==> src/rtl/ring_defs_pkg.sv <==
// Shared definitions for the ring code monitor:
// FSM state encoding, default ring width and a clog2 helper.
package ring_defs;

    typedef enum logic {
        UNSYNC = 1'b0,
        LOCKED = 1'b1
    } state_e;

    localparam int RING_N = 4;

    function automatic int clog2(input int v);
        int r;
        r = 0;
        while ((1 << r) < v) begin
            r = r + 1;
        end
        return r;
    endfunction

endpackage

==> src/rtl/ring_onehot_decode.sv <==
// Combinational one-hot decoder: reports the hot-bit position
// and whether exactly one bit is set.
module ring_onehot_decode
    import ring_defs::*;
#(
    parameter int N    = RING_N,
    parameter int IDXW = clog2(N)
) (
    input  logic [N-1:0]    din,
    output logic [IDXW-1:0] pos,
    output logic            legal
);

    int ones;

    always_comb begin
        ones = 0;
        pos  = '0;
        for (int i = 0; i < N; i++) begin
            if (din[i]) begin
                ones = ones + 1;
                pos  = IDXW'(i);
            end
        end
        legal = (ones == 1);
    end

endmodule

==> src/rtl/ring_code_monitor.sv <==
// Consumer-side checker for a rotate-right one-hot ring counter:
// lock acquisition, lap counting and lock-loss diagnostics.
module ring_code_monitor
    import ring_defs::*;
#(
    parameter int N        = RING_N,
    parameter int SYNC_LEN = 2,
    parameter int LAPW     = 8,
    parameter int ERRW     = 8,
    localparam int IDXW    = clog2(N)
) (
    input  logic            clk,
    input  logic            rst,
    input  logic [N-1:0]    din,
    input  logic            din_vld,
    output logic [IDXW-1:0] idx,
    output logic            locked,
    output logic            code_err,
    output logic            seq_err,
    output logic [LAPW-1:0] lap_cnt,
    output logic [ERRW-1:0] err_cnt
);

    state_e          state_q, state_d;
    logic            ref_vld_q, ref_vld_d;
    logic [N-1:0]    ref_q, ref_d;
    logic [3:0]      match_q, match_d;
    logic [IDXW-1:0] idx_q, idx_d;
    logic            code_err_q, code_err_d;
    logic            seq_err_q, seq_err_d;
    logic [LAPW-1:0] lap_q, lap_d;
    logic [ERRW-1:0] err_q, err_d;

    logic [IDXW-1:0] pos;
    logic            legal;
    logic            in_seq;
    logic [3:0]      match_inc;

    ring_onehot_decode #(
        .N    (N),
        .IDXW (IDXW)
    ) u_dec (
        .din   (din),
        .pos   (pos),
        .legal (legal)
    );

    assign in_seq    = (din == {ref_q[0], ref_q[N-1:1]});
    assign match_inc = match_q + 4'd1;

    always_comb begin
        state_d    = state_q;
        ref_vld_d  = ref_vld_q;
        ref_d      = ref_q;
        match_d    = match_q;
        idx_d      = idx_q;
        code_err_d = 1'b0;
        seq_err_d  = 1'b0;
        lap_d      = lap_q;
        err_d      = err_q;

        if (din_vld) begin
            if (!legal) begin
                code_err_d = 1'b1;
                ref_vld_d  = 1'b0;
                match_d    = '0;
                if (state_q == LOCKED) begin
                    state_d = UNSYNC;
                    if (err_q != '1) err_d = err_q + ERRW'(1);
                end
            end else begin
                ref_d     = din;
                ref_vld_d = 1'b1;
                idx_d     = pos;
                unique case (state_q)
                    UNSYNC: begin
                        if (ref_vld_q && in_seq) begin
                            match_d = match_inc;
                            if (match_inc == 4'(SYNC_LEN)) state_d = LOCKED;
                        end else begin
                            match_d = '0;
                        end
                    end
                    LOCKED: begin
                        if (in_seq) begin
                            // pos 0 closes one full revolution
                            if (pos == '0 && lap_q != '1) lap_d = lap_q + LAPW'(1);
                        end else begin
                            seq_err_d = 1'b1;
                            state_d   = UNSYNC;
                            match_d   = '0;
                            if (err_q != '1) err_d = err_q + ERRW'(1);
                        end
                    end
                endcase
            end
        end
    end

    always_ff @(posedge clk) begin
        if (!rst) begin
            state_q    <= UNSYNC;
            ref_vld_q  <= 1'b0;
            ref_q      <= '0;
            match_q    <= '0;
            idx_q      <= '0;
            code_err_q <= 1'b0;
            seq_err_q  <= 1'b0;
            lap_q      <= '0;
            err_q      <= '0;
        end else begin
            state_q    <= state_d;
            ref_vld_q  <= ref_vld_d;
            ref_q      <= ref_d;
            match_q    <= match_d;
            idx_q      <= idx_d;
            code_err_q <= code_err_d;
            seq_err_q  <= seq_err_d;
            lap_q      <= lap_d;
            err_q      <= err_d;
        end
    end

    assign idx      = idx_q;
    assign locked   = (state_q == LOCKED);
    assign code_err = code_err_q;
    assign seq_err  = seq_err_q;
    assign lap_cnt  = lap_q;
    assign err_cnt  = err_q;

endmodule

==> config.mk <==
export PLATFORM = sky130hd
export DESIGN_NAME = ring_code_monitor
export DESIGN_NICKNAME = d
export VERILOG_FILES = /design/src/rtl/ring_defs_pkg.sv /design/src/rtl/ring_onehot_decode.sv /design/src/rtl/ring_code_monitor.sv
export SDC_FILE = /design/constraint.sdc
export NUM_CORES = 1
export LEC_CHECK = 0
export ABC_AREA = 1
export CAP_MARGIN = 20
export CORE_UTILIZATION = 40
export DETAILED_ROUTE_END_ITERATION = 10
export HOLD_SLACK_MARGIN = 0.06
export SYNTH_ARGS = -nofsm -noshare
export SYNTH_HDL_FRONTEND = slang
export SYNTH_HIERARCHICAL = 1
export SYNTH_SLANG_ARGS = --single-unit
==> constraint.sdc <==
create_clock -name clk -period 3.35 [get_ports clk]
set_clock_uncertainty 0.05 [all_clocks]
set_input_delay 0.67 -clock clk [delete_from_list [all_inputs] [get_ports clk]]
set_output_delay 0.67 -clock clk [all_outputs]
set_load 0.01 [all_outputs]
==> results.py <==
metrics = {
    "floorplan": {
        "dieArea_mm2": 0.00463,
        "core-area_mm2": 0.00409,
        "start_util": 0.427,
        "die_width_um": 68.0,
        "ios": 28,
        "die_height_um": 68.0,
        "rows": 23,
    },
    "run": {
        "max_cap_viol_count": 0,
    },
    "synth": {
        "synth.cell_area_mm2": 0.00174,
        "synth_edf_count": 0,
        "synth.area.top_cells": "dfxtp_1 (34%), nand2_1 (13%), nor2_1 (8.8%), inv_1 (6.2%), a21oi_1 (5.2%)",
        "synthCells": 256,
        "synth_ff_type": "dfxtp_1",
        "ys_seq_area_frac": 0.345,
        "synth.avg_cell_area_um2": 6.81,
        "yosysMostFrequentCell": "nand2_1",
        "synth_cell_types": 27,
        "synth-seq-cells": 30,
        "synth.largest_area_cell": "dfxtp_1",
        "synthTopCellsByCount": "nand2_1 (62), nor2_1 (41), dfxtp_1 (30)",
        "yosys_warnings": 6,
        "async_flop_share": 0,
        "synth.net_count": 270,
        "synth_top_cell_area_share": 0.345,
    },
    "sta": {
        "rsz0062_at_grt": "false",
        "slew_headroom": 0.745,
        "period_minus_slack_ns": 3.00,
        "fin_tns_setup_ns": 0,
        "setup_slack_ns": 0.354,
        "finalCritPeriodShare": 0.894,
        "worst_slew_pin_slew_ns": 0.382,
        "max_freq_mhz": 334,
        "slew_viol_final": 0,
        "finalSetupViolCount": 0,
        "final-hold-violation-count": 0,
    },
    "clock_network": {
        "numCtsBuffers": 5,
        "htree_levels": 2,
        "clock-root-buffer": "clkbuf_8",
        "clock_latency_ns": 0.28,
        "clockBufferDepth": 2,
        "cts.sinks": 30,
        "cts_tree": "yes",
        "cts_setup_buffers": 0,
        "cts_resized": 0,
        "path_clk_slew_ns": 0.06,
        "postCtsHoldBufs": 0,
    },
    "critical_path": {
        "cp_max_fo": 7,
        "crit_path_start_kind": "input port",
        "cp.required_ns": 3.48,
        "worstSetupPathType": "input port to flip-flop",
        "arrival_ns": 3.12,
        "endpoint_kind": "flip-flop",
    },
    "power": {
        "seqPwrFrac": 0.481,
        "peakVddDrop_mv": 0.249,
        "p_per_area_mw_per_mm2": 355,
        "p_leak_uw": 0.000928,
        "p_int_uw": 572,
        "combPwrFrac": 0.127,
        "p_clk_frac": 0.393,
        "p_sw_frac": 0.263,
        "p_sw_uw": 204,
    },
    "run_status": {
        "status": "finished clean",
    },
    "route": {
        "avgRoutedWirePerCell_um": 10.3,
        "ant_nets": 0,
        "wl_um": 3540,
        "drt_iter0_drc": 85,
        "vias": 1595,
        "viasPerCell": 4.66,
        "drc": 0,
        "drtPass1Iterations": 4,
    },
    "global_routing": {
        "grt_pass1_vias": 1397,
        "grtUsageTotal": 0.177,
        "grt_start_max_net_pins": 20,
        "grt_overflow": 0,
        "grt_pass1_wl_um": 6100,
        "grt_antenna_before_repair": 0,
    },
    "min_path": {
        "hp-class": "flip-flop to flip-flop",
    },
    "finish": {
        "drive_gt1_frac": 0.110,
        "area_growth_pct": 25.4,
        "seq_area_um2": 601,
        "multi_input_area_um2": 992,
        "fillCellCount": 411,
        "diodes": 0,
        "nets": 305,
    },
    "placement": {
        "dp_slack_ns": 0.0418,
        "place_hpwl_um": 2620,
        "place.port_buffers": 27,
        "place_congestion": 0.771,
    },
}
final timing paths:
kind              slack [ns]               startpoint  cells past startpoint                 endpoint
setup / recovery        0.35                   din[0]                     14  match_q[1]$_SDFFE_PN0P_
hold / removal          0.41    ref_q[0]$_SDFFE_PN0P_                      2    ref_q[0]$_SDFFE_PN0P_
setup reg to reg        1.79  err_cnt[0]$_SDFFE_PN0P_                     10  err_cnt[1]$_SDFFE_PN0P_
hold reg to reg         0.41    ref_q[0]$_SDFFE_PN0P_                      2    ref_q[0]$_SDFFE_PN0P_
critical path: stages:
cell,delay (ns)
clkdlybuf4s50_1,0.48
inv_1,0.05
ha_1,0.33
nor2_2,0.19
nor2_4,0.06
ha_1,0.28
nor2_1,0.10
o21ai_1,0.08
a21oi_2,0.28
nand2_1,0.16
o21ai_4,0.26
inv_2,0.05
nor2_1,0.08
nor2_1,0.05
per-layer routing:
metal | share of wire | GRT usage | wire, um | vias up
li1 | - | - | - | 864
met1 | 0.51 | 0.224 | 1800 | 699
met2 | 0.44 | 0.279 | 1570 | 28
met3 | 0.035 | 0.0550 | 124 | 4
met4 | 0.012 | 0.0625 | 44 | 0
met5 | 0 | 0 | 0 | -
state kept, by name (all words and copies together), names as in the netlist:
signal,count
ref_q,4
lap_cnt,8
seq_err,1
code_err,1
locked,1
idx,2
ref_vld_q,1
err_cnt,8
match_q,4
power by group through the flow:
stage	Combinational, uW	Clock [uW]	Sequential, uW
after floorplan	66.2	0	381
after global placement	98.5	0	380
after detailed placement	99.2	0	381
after CTS	99.5	313	373
after global routing	112	333	373
final	98.3	304	373
through the flow:
step	utilization	cell area [um2]	std cells	power [uW]	hold WS [ns]
global route	0.535	2190	342	818	0.442
global placement	0.513	2090	334	478	0.393
detailed placement	0.513	2090	334	480	0.401
CTS	0.535	2190	342	785	0.410
floorplan	-	1740	256	447	0.386
finish	0.535	2190	342	776	0.409
cells in the final DEF, fill, tap and decap left out:
| cell | count |
|---|---|
| nand4_1 | 3 |
| clkbuf_8 | 6 |
| xor2_1 | 8 |
| inv_1 | 29 |
| nand2_4 | 1 |
| or2_1 | 2 |
| nand2_1 | 62 |
| inv_2 | 6 |
| nor3_1 | 5 |
| clkbuf_1 | 1 |
| nor2_4 | 4 |
| a21oi_1 | 18 |
| nand3_1 | 10 |
| nor2_2 | 1 |
| nor2_8 | 1 |
| o21ai_1 | 3 |
| ha_1 | 7 |
| nand3_4 | 1 |
| clkinv_2 | 1 |
| nand3b_1 | 1 |
| nand2_2 | 4 |
| dfxtp_1 | 30 |
| nor2_1 | 41 |
| xnor2_1 | 3 |
| o21ai_0 | 9 |
| buf_4 | 5 |
| o21ai_4 | 1 |
| a21oi_2 | 1 |
| clkdlybuf4s50_1 | 27 |
| a21boi_0 | 1 |
cell type report:
type,count,share of cell area
flip-flops and latches,30,0.275
clock buffers,7,0.0395
multi-input cells,187,0.454
clock inverters,1,0.00229
repair buffers,32,0.141
well taps,50,0.0286
inverters,35,0.0601
cell families (layout without fill, tap and decap cells):
kind of cell    after synthesis  after routing  share of synthesized area
fa+ha+maj                     7              7                     0.0502
flops                        30             30                      0.345
buf+inv                      39             75                     0.0861
xor+xnor                     11             11                     0.0553
compound gates               33             33                      0.105
simple gates                136            136                      0.359
No activity file was read; power rests on OpenSTA's default activity.
